`config.mk`:
```
export PLATFORM = sky130hd
export DESIGN_NAME = canvas_mem_writer_flat
export DESIGN_NICKNAME = d
export VERILOG_FILES = /design/src/rtl/canvas_mem_writer_pkg.sv /design/src/rtl/canvas_mem_writer_if.sv /design/src/rtl/canvas_addr_calc.sv /design/src/rtl/canvas_mem_writer.sv /design/src/flat_wrapper.sv
export SDC_FILE = /design/constraint.sdc
export NUM_CORES = 1
export LEC_CHECK = 0
export ABC_AREA = 1
export CAP_MARGIN = 20
export CORE_MARGIN = 3
export CORE_UTILIZATION = 50
export CTS_CLUSTER_DIAMETER = 40
export CTS_CLUSTER_SIZE = 28
export DETAILED_ROUTE_END_ITERATION = 8
export PLACE_DENSITY = 0.78
export SLEW_MARGIN = 20
export SYNTH_ARGS = -nofsm -noshare
export SYNTH_HDL_FRONTEND = slang
export SYNTH_SLANG_ARGS = --single-unit
```
`constraint.sdc`:
```
create_clock -name clk -period 5.28 [get_ports clk]
set_clock_uncertainty 0.1 [all_clocks]
set_input_delay 0.792 -clock clk [delete_from_list [all_inputs] [get_ports clk]]
set_output_delay 0.792 -clock clk [all_outputs]
set_load 0.005 [all_outputs]
```
`src/rtl/canvas_mem_writer_pkg.sv`:
```
// Canvas framebuffer geometry, colour codes and writer state encoding.
// Shared by the canvas writer and the VGA pixel readers.
package canvas_mem_writer_pkg;

  localparam int H_RES    = 320;
  localparam int V_RES    = 240;
  localparam int FB_DEPTH = H_RES * V_RES;
  localparam int BRUSH_R  = 2;

  localparam logic [1:0] BG     = 2'd0;
  localparam logic [1:0] INK    = 2'd1;
  localparam logic [1:0] ACCENT = 2'd2;

  localparam logic [1:0] ST_IDLE  = 2'd0;
  localparam logic [1:0] ST_PAINT = 2'd1;
  localparam logic [1:0] ST_CLEAR = 2'd2;

endpackage

```
`src/rtl/canvas_mem_writer_if.sv`:
```
// Canvas BRAM port A write bundle.
// The writer owns it as master; the BRAM wrapper samples it as slave.
interface canvas_mem_writer_if;
  logic        wea;
  logic [16:0] addra;
  logic [1:0]  dina;

  modport master (
    output wea,
    output addra,
    output dina
  );

  modport slave (
    input wea,
    input addra,
    input dina
  );
endinterface

```
`src/rtl/canvas_addr_calc.sv`:
```
// Canvas pixel (x,y) to linear framebuffer address, x + 320*y.
// Pure shift-add so the readers can share it without a multiplier.
module canvas_addr_calc (
  input  logic [8:0]  x,
  input  logic [7:0]  y,
  output logic [16:0] addr
);

  logic [16:0] y_ext;

  assign y_ext = {9'd0, y};
  assign addr  = {8'd0, x}
               + (y_ext << 8)
               + (y_ext << 6);

endmodule

```
`src/rtl/canvas_mem_writer.sv`:
```
// Canvas write port: turns mouse strokes into square brush writes
// and sweeps the whole framebuffer on a clear request.
module canvas_mem_writer
  import canvas_mem_writer_pkg::*;
#(
  parameter int         BRUSH_HW = BRUSH_R,
  parameter logic [1:0] INK_VAL  = INK,
  parameter logic [1:0] BG_VAL   = BG
) (
  input  logic                       clk,
  input  logic                       rst,
  input  logic [9:0]                 mouse_x,
  input  logic [9:0]                 mouse_y,
  input  logic                       MOUSE_LEFT,
  input  logic                       mouse_in_canvas,
  input  logic                       clear_req,
  canvas_mem_writer_if.master        bram,
  output logic                       busy,
  output logic                       clear_done
);

  localparam logic signed [10:0] R_POS = 11'(BRUSH_HW);
  localparam logic signed [10:0] R_NEG = -R_POS;
  localparam logic signed [10:0] H_LIM = 11'(H_RES);
  localparam logic signed [10:0] V_LIM = 11'(V_RES);
  localparam logic [16:0]        FB_END = 17'(FB_DEPTH);

  logic [1:0]        state;
  logic [8:0]        cx, cy;
  logic [8:0]        last_x, last_y;
  logic              last_valid;
  logic              clear_pend;
  logic signed [10:0] dx, dy;
  logic [16:0]       clr_addr;

  logic [8:0]        mx, my;
  logic              stroke_go;
  logic              clear_go;
  logic              first;
  logic [8:0]        bx, by;
  logic signed [10:0] ox, oy;
  logic signed [10:0] px, py;
  logic signed [10:0] nx, ny;
  logic              in_rng;
  logic              paint_done;
  logic [16:0]       pix_addr;
  logic              unused_lsb;

  assign mx = mouse_x[9:1];
  assign my = mouse_y[9:1];
  assign unused_lsb = ^{mouse_x[0], mouse_y[0]};

  assign clear_go  = clear_req || clear_pend;
  assign stroke_go = MOUSE_LEFT && mouse_in_canvas &&
                     (!last_valid ||
                      {mx, my} != {last_x, last_y});

  // The accepting IDLE cycle already issues the first brush pixel,
  // so the pixel source switches between live mouse and latched centre.
  assign first = (state == ST_IDLE);
  assign bx = first ? mx : cx;
  assign by = first ? my : cy;
  assign ox = first ? R_NEG : dx;
  assign oy = first ? R_NEG : dy;

  assign px = $signed({2'b00, bx}) + ox;
  assign py = $signed({2'b00, by}) + oy;

  assign in_rng = !px[10] && (px < H_LIM) &&
                  !py[10] && (py < V_LIM);

  always_comb begin
    nx = ox + 11'sd1;
    ny = oy;
    if (ox == R_POS) begin
      nx = R_NEG;
      ny = oy + 11'sd1;
    end
  end

  assign paint_done = (dy > R_POS);

  canvas_addr_calc u_addr (
    .x    (px[8:0]),
    .y    (py[7:0]),
    .addr (pix_addr)
  );

  assign busy = (state != ST_IDLE);

  always_ff @(posedge clk) begin
    if (rst) begin
      state      <= ST_IDLE;
      bram.wea   <= 1'b0;
      bram.addra <= '0;
      bram.dina  <= '0;
      clear_done <= 1'b0;
      last_valid <= 1'b0;
      clear_pend <= 1'b0;
      cx         <= '0;
      cy         <= '0;
      last_x     <= '0;
      last_y     <= '0;
      dx         <= '0;
      dy         <= '0;
      clr_addr   <= '0;
    end else begin
      clear_done <= 1'b0;
      bram.wea   <= 1'b0;
      unique case (state)
        ST_IDLE: begin
          if (clear_go) begin
            state      <= ST_CLEAR;
            clear_pend <= 1'b0;
            bram.wea   <= 1'b1;
            bram.addra <= '0;
            bram.dina  <= BG_VAL;
            clr_addr   <= 17'd1;
          end else if (stroke_go) begin
            state      <= ST_PAINT;
            cx         <= mx;
            cy         <= my;
            last_x     <= mx;
            last_y     <= my;
            last_valid <= 1'b1;
            bram.wea   <= in_rng;
            bram.dina  <= INK_VAL;
            if (in_rng)
              bram.addra <= pix_addr;
            dx         <= nx;
            dy         <= ny;
          end else if (!MOUSE_LEFT) begin
            last_valid <= 1'b0;
          end
        end
        ST_PAINT: begin
          if (clear_req)
            clear_pend <= 1'b1;
          if (paint_done) begin
            state <= ST_IDLE;
          end else begin
            bram.wea  <= in_rng;
            bram.dina <= INK_VAL;
            if (in_rng)
              bram.addra <= pix_addr;
            dx <= nx;
            dy <= ny;
          end
        end
        ST_CLEAR: begin
          if (clr_addr == FB_END) begin
            state      <= ST_IDLE;
            clear_done <= 1'b1;
          end else begin
            bram.wea   <= 1'b1;
            bram.addra <= clr_addr;
            bram.dina  <= BG_VAL;
            clr_addr   <= clr_addr + 17'd1;
          end
        end
        default: state <= ST_IDLE;
      endcase
    end
  end

endmodule

```
`src/flat_wrapper.sv`:
```
// flat-port wrapper written by rule: the top's interface ports become plain ports
module canvas_mem_writer_flat import canvas_mem_writer_pkg::*;
#(
  parameter int         BRUSH_HW = BRUSH_R,
  parameter logic [1:0] INK_VAL  = INK,
  parameter logic [1:0] BG_VAL   = BG
)
  (clk, rst, mouse_x, mouse_y, MOUSE_LEFT, mouse_in_canvas, clear_req, busy, clear_done, bram_wea, bram_addra, bram_dina);
  canvas_mem_writer_if bram_i ();
  input  logic clk;
  input  logic rst;
  input  logic [9:0] mouse_x;
  input  logic [9:0] mouse_y;
  input  logic MOUSE_LEFT;
  input  logic mouse_in_canvas;
  input  logic clear_req;
  output logic busy;
  output logic clear_done;
  output wire logic [$bits(bram_i.wea)-1:0] bram_wea;
  output wire logic [$bits(bram_i.addra)-1:0] bram_addra;
  output wire logic [$bits(bram_i.dina)-1:0] bram_dina;
  assign bram_wea = bram_i.wea;
  assign bram_addra = bram_i.addra;
  assign bram_dina = bram_i.dina;
  canvas_mem_writer #(.BRUSH_HW(BRUSH_HW), .INK_VAL(INK_VAL), .BG_VAL(BG_VAL)) u_core (.clk(clk), .rst(rst), .mouse_x(mouse_x), .mouse_y(mouse_y), .MOUSE_LEFT(MOUSE_LEFT), .mouse_in_canvas(mouse_in_canvas), .clear_req(clear_req), .bram(bram_i), .busy(busy), .clear_done(clear_done));
endmodule
```
# After elaboration in Yosys (flattened, before gate mapping)
# Index checks and enable logic that the tools add are counted.
[totals] register_bits=82 out_inout_bits=22 word_cells=105
[op_classes] add_sub_neg=7 n_lt_le_gt_ge=3 n_eq_ne=15 mux=43 bitwise_logic=2 n_reduce_logical=23
[op_table] operator="2-to-1 mux 17 bit" count=7
[op_table] operator="2-to-1 mux 11 bit" count=10
[op_table] operator="case mux 17 bit (3 select lines)" count=1
[op_table] operator="case mux 11 bit (2 select lines)" count=2
[op_table] operator="case mux 17 bit (2 select lines)" count=1
[op_table] operator="adder 10 x 11 -> 11 bit" count=2
[op_table] operator="adder 11 x 2 -> 11 bit (second input constant)" count=2
[op_table] operator="2-to-1 mux 9 bit" count=2
[op_table] operator="!= test 18 bit" count=1
[op_table] operator="adder 17 x 1 -> 17 bit (second input constant)" count=1
[op_table] operator="adder 17 x 14 -> 17 bit" count=1
[op_table] operator="adder 9 x 16 -> 17 bit" count=1
[op_table] operator="equality test 17 bit (second input constant)" count=1
[op_table] operator="AND reduction 3 bit" count=5
[op_table] operator="2-to-1 mux 2 bit" count=7
[op_table] operator="case mux 2 bit (3 select lines)" count=2
[op_table] operator="equality test 11 x 3 -> 1 bit (second input constant)" count=1
[op_table] operator="greater-than comparator 11 x 3 -> 1 bit (second input constant)" count=1
[op_table] operator="< comparator 11 x 10 -> 1 bit (second input constant)" count=1
[op_table] operator="< comparator 11 x 9 -> 1 bit (second input constant)" count=1
[op_table] operator="!= test 2 x 1 -> 1 bit (second input constant)" count=5
[op_table] operator="2-to-1 mux 1 bit" count=9
[op_table] operator="!= test 2 bit (second input constant)" count=4
[op_table] operator="AND reduction 4 bit" count=2
[op_table] operator="other kinds (13)" count=23

# Logic depth before layout (Yosys ltp)
[depth] depth_word=11 ltp_mapped=28 depth_no_buf=25

# Hierarchy
# From an unflattened synthesis, not the netlist that was laid out.
[hier_totals] cells_unflattened=1151 hier_area_um2=6909.1
[modules_own_cells] module="canvas_mem_writer" instances=1 cells_per_inst=1057 area_each_um2=6308.6
[modules_own_cells] module="canvas_addr_calc" instances=1 cells_per_inst=94 area_each_um2=600.6

# Worst setup path before layout
# OpenSTA, ideal clock, no wires.
[synth_path] path_type="flip-flop to flip-flop" start="register u_core.state[0]" end="register u_core.bram.addra[15]" setup_ps=70 arrival_time_ps=4296 t_required_ps=5110 setup_slack_ps=814 path_stages_with_launch=24 n_path_buf=4 cell_sequence="dfxtp_1 > inv_1 > ha_1 > buf_6 > buf_4 > clkbuf_1 > clkbuf_1 > nand2_1 > o21ai_0 > ha_1 > fa_1 > xor2_1 > ha_1 > xor2_1 > inv_1 > fa_1 > o21ai_0 > nand4_1 > nand3_1 > nand2b_1 > nand2_1 > nand3_1 > nand3_1 > a21oi_1"
[synth_via] elab_chain_cells=11 word_cells_on_any_way=28
[synth_lines] item="start, declared" line="canvas_mem_writer.sv:28" text="logic [1:0] state;"
[synth_lines] item="start signal, assigned" line="canvas_mem_writer.sv:93" text="state <= ST_IDLE;"
[synth_lines] item="start signal, assigned" line="canvas_mem_writer.sv:113" text="state <= ST_CLEAR;"
[synth_lines] item="start signal, assigned" line="canvas_mem_writer.sv:120" text="state <= ST_PAINT;"
[synth_lines] item="parallel branches: the longest is 11 deep, another holds adder 9 x 16 -> 17 bit"
[synth_lines] item="end signal, assigned" line="canvas_mem_writer.sv:129" text="bram.addra <= pix_addr;"
[synth_lines] item="end signal, assigned" line="canvas_mem_writer.sv:145" text="bram.addra <= pix_addr;"
[synth_lines] item="end signal, assigned" line="canvas_mem_writer.sv:156" text="bram.addra <= clr_addr;"
[synth_lines] item="end, declared" line="canvas_mem_writer_if.sv:10" text="output addra,"
# Parallel ways; which one is timed is not known. The select of a mux whose other input is x is not followed.
# A chain may end at the register's enable or synchronous reset.

# Worst setup path in the final report
[layout_path] start="register u_core.state[1]" end="register u_core.bram.addra[15]"
# The elaborated chain is that of the path after synthesis.

==> metrics.md <==
| Metric | Value |
|---|---|
| Register-to-register path setup slack | 0.62 ns |
| Area fraction in compound gates after synthesis | 0.135 |
| # resized after CTS | 0 |
| CP Cell Sequence | inv_1, ha_2, buf_4, o21ai_0, ha_1, nand2_1, nand3_1, nand2_1, nand2_1, nand2_1, nand2_1, inv_1, ha_1, ha_1, inv_1, fa_1, o21ai_0, nand4_1, nand3_1, nand2b_1, nand2_1, nand3_1, nand3_1, a21oi_1 |
| Total nets after synthesis | 1144 |
| Core ar. | 12900 sq um |
| Pin count of the biggest net entering global routing | between 40 and 50 |
| Highest signal layer in the routed design | met4 |
| Max-slew headroom | 0.577 |
| Most frequent cell after synthesis | sky130_fd_sc_hd__nand2_1 |
| CP endpoint kind | flop |
| Number of synthesized flops with an enable pin | 0 |
| First-pass GRT wire length | about 28000 um |
| Post-Synth XOR/XNOR Area | 0.0443 |
| Standard-cell rows | a little over 40 |
| Starting density of the core | 0.522 |
| Worst Tran Pin Value | 0.633 ns |
| Unrepaired setup endpoints after global routing | false |
| Seq pwr share | 0.159 |
| Weighted congestion at the end of routability-driven global placement | 0.937 |
| Start point of the critical path | u_core.state[1]$_SDFFE_PP0P_ |
| Die X | 122 um |
| Fraction of layout instances using a drive strength above 1 | 0.0860 |
| Portion of synthesized cell area occupied by the leading cell type | 0.241 |
| Tightest hold margin | between 0.3 and 0.4 ns |
| Switching part of the total power | 0.511 |
| FF+latch count, synth | 81 |
| Dominant register cell in the synthesized netlist | sky130_fd_sc_hd__dfxtp_1 |
| Quantity of hold-fixing buffers added after cts | 0 |
| Vias in the first global route | ~6100 |
| Fraction of synthesis flops using an asynchronous set or reset pin | 0 |
| Crit path max-delay family | adder cells |
| Count of distinct cell types in the synthesized netlist | 49 |
| Fraction of power consumed by combinational cells | 0.705 |
| Hold WC Path Type | reg -> reg |
| Clock share of power | 0.136 |
| Met3 routed wirelength | 922 um |
| Critical Path End | u_core.bram.addra[15]$_SDFFE_PP0P_ |
| Post-CTS Setup Inserts | 0 |
| Largest vdd supply drop | 405 uV |
| Number of optimization iterations in the first detailed-route pass | 5 |
| Critical Path AT | 4.85 ns |
| TritonCTS clock tree | done |
| Routed wirelength normalized by instance count | 13.2 um |
| Cells taking the most area after synthesis | sky130_fd_sc_hd__dfxtp_1 (24%), sky130_fd_sc_hd__nand2_1 (15%), sky130_fd_sc_hd__ha_1 (8.0%) |
| Die outline area | roughly 15000 sq um |
| Sort of element at the start of the critical path | flop |
| Post-synthesis adder-cell area fraction | 0.0890 |
| Kind of critical path | reg -> reg |
| Top fanout value on the critical path | 31 |
| Mapped Area | 6720 sq um |
| Total routing usage reported by global routing | 0.234 |
| Final count of negative-setup-slack endpoints | 0 |
| Required time of the worst setup path | roughly 5.5 ns |
| I/O pin count | between 40 and 50 |
| Synthesized area per cell | around 6.3 sq um |
| Worst skew pair latency | 0.35 ns |
| Main combinational cell family by area after synthesis | simple AND/OR/NAND/NOR gates |
| Hpwl dp | 12700 um |
| Number of gates on the worst path with buffers counted | 24 |
| Total Negative Setup Slacks | 0 ns |
| Cell mode on critical path | sky130_fd_sc_hd__nand2_1 |
| Highest achievable clock rate | 214 MHz |
| Synth top cells by count | sky130_fd_sc_hd__nand2_1 (262), sky130_fd_sc_hd__inv_1 (138), sky130_fd_sc_hd__nor2_1 (115) |
| Biggest cell delay along the critical path | 0.55 ns |
| Cell depth of the worst hold path | 2 |
| Run status | completed |
| Total length of routed met2 wires | 7580 um |
| Proportion of synthesized area in mux cells | 0 |
| Number of DRC markers in iteration 0 | roughly 580 |
| Cell with the biggest individual delay on the critical path | sky130_fd_sc_hd__ha_2 |
| Area fraction in and, or, nand and nor cells after synthesis | 0.382 |
| Post-Syn Instances | 1073 |
| Number of warnings reported in the yosys synthesis log | 0 |
| Met1 Wirelength | 8040 um |
| Antenna Nets Post-Route | 0 |
| Worst reg-to-reg path cell count | 24 |
| Leakage power | 3.36 nW |
| Layout overhead on the synthesized area | 12.6% |
| Overall overflow remaining after global route | 0 |
| Portion of the post-synthesis area used by sequential elements | 0.241 |
| Clock root buffer | sky130_fd_sc_hd__clkbuf_16 |
| Maximum number of buffers from clock root to sink | 2 |
| Number of failing hold endpoints at the final stage | 0 |
| DRC viols | 0 |
| Number of buffers and inverters on the critical path | 4 |
| Max-capacitance violation count | 0 |
| Capture instance of the worst register-to-register path | u_core.bram.addra[15]$_SDFFE_PP0P_ |
| Routed vias | 6836 |
| PortBufs | 43 |
| CTS sink cnt | 81 |
| Clock input transition at the sequential cells of the worst setup and hold paths | 0.06 ns |
| Chip height | 122 um |
| Top cell type by total area after synthesis | sky130_fd_sc_hd__dfxtp_1 |
| Launch point of the worst reg-to-reg path | u_core.state[1]$_SDFFE_PP0P_ |
| H-Tree Level Count | 3 |
| NetSw | 2.44 mW |
| Wirelength, routed | between 15000 and 20000 um |
| Final worst path period share | 0.883 |
| Power Internal | 2.34 mW |
| Time the final worst path needs with I/O delays and setup | ~4.7 ns |
| # diodes | 0 |
| Antenna violations before repair | 0 |
| Fin. max-slew vios | 0 |
| Post-layout nets | 1171 |
| Vias/cell | 5.35 |
| Inserted Clock Buffers | 9 |
| Power density relative to cell area | 632 nW/um^2 |
sequential cells by signal, indices dropped and copies added (netlist names):
| register | cells |
|---|---|
| u_core.clear_pend | 1 |
| u_core.dx | 11 |
| u_core.cx | 9 |
| u_core.dy | 11 |
| u_core.state | 2 |
| u_core.bram.addra | 17 |
| u_core.clear_done | 1 |
| u_core.cy | 9 |
| u_core.bram.dina | 1 |
| u_core.clr_addr | 17 |
| u_core.bram.wea | 1 |
| u_core.last_valid | 1 |
cells in the final DEF (no fill, tap or decap), drive strengths merged, types with 2 or more instances in the layout:
cell	n
xor2	22
nand3b	4
clkdlybuf4s50	43
a21oi	93
or2	7
ha	43
clkbuf	10
o21ai	61
inv	148
a31o	2
nor3	26
clkinv	5
xnor2	12
buf	7
fa	3
nand2	276
nand3	97
nand4	22
nor4	4
dfxtp	81
o211ai	2
nor2	124
layer usage:
layer  global-route usage  up-vias
met1                0.325     3114
met5                    0        -
li1                     -     3513
met2                0.375      185
met4               0.0679        0
met3               0.0390       24
cells by family (layout without fill, tap and decap cells):
logic type               after synthesis  after routing
AO/OA/AOI/OAI                        166            166
XOR/XNOR                              34             34
adder cells (fa/ha/maj)               46             46
buffers and inverters                182            214
flip-flops                            81             81
other                                  1              1
AND/OR/NAND/NOR                      563            563
worst min path at each step:
stage,start,to,slack [ns]
floorplan,u_core.dx[0]$_SDFFE_PP0P_,u_core.dx[0]$_SDFFE_PP0P_,0.34
global placement,u_core.dx[0]$_SDFFE_PP0P_,u_core.dx[0]$_SDFFE_PP0P_,0.35
detailed placement,u_core.bram.dina[0]$_SDFFE_PP0P_,u_core.bram.dina[0]$_SDFFE_PP0P_,0.36
CTS,u_core.bram.dina[0]$_SDFFE_PP0P_,u_core.bram.dina[0]$_SDFFE_PP0P_,0.37
global route,u_core.dx[4]$_SDFFE_PP0P_,u_core.dx[4]$_SDFFE_PP0P_,0.39
finish,u_core.bram.dina[0]$_SDFFE_PP0P_,u_core.bram.dina[0]$_SDFFE_PP0P_,0.37
power groups by stage:
stage	clock, mW	sequential, mW	combinational (mW)
after floorplan	0	0.764	2.62
after global placement	0	0.770	3.28
after detailed placement	0	0.773	3.34
after CTS	0.664	0.760	3.36
after global routing	0.683	0.770	3.83
final	0.651	0.761	3.37
final cells by class:
| type | count | area (sq um) |
|---|---|---|
| fill | 1268 | 5320 |
| tap | 172 | 215 |
| clock inverter | 6 | 66.3 |
| sequential | 81 | 1620 |
| timing repair buffer | 50 | 483 |
| clock buffer | 10 | 239 |
| inverter | 148 | 556 |
| multi-input combinational | 810 | 4380 |
worst reg2reg max path: cells and delay by family, from the launching register on:
kind	cells	cell delay, ns
AOI/OAI and AO/OA	3	0.63
and+or+nand+nor	12	1.13
buffers and inverters	4	0.55
DFF	1	0.34
adders and majority gates	5	1.85
metrics by stage:
step	area [sq um]	setup WS, ns	cells	total power, mW	utilization
finish	7560	0.616	1277	4.78	0.587
global route	7560	0.0881	1277	5.28	0.587
CTS	7560	0.606	1277	4.79	0.587
detailed placement	7250	0.513	1261	4.11	0.563
global placement	7250	0.587	1261	4.05	0.563
floorplan	6720	0.814	1073	3.39	-
Power figures use the tool's default switching activity.
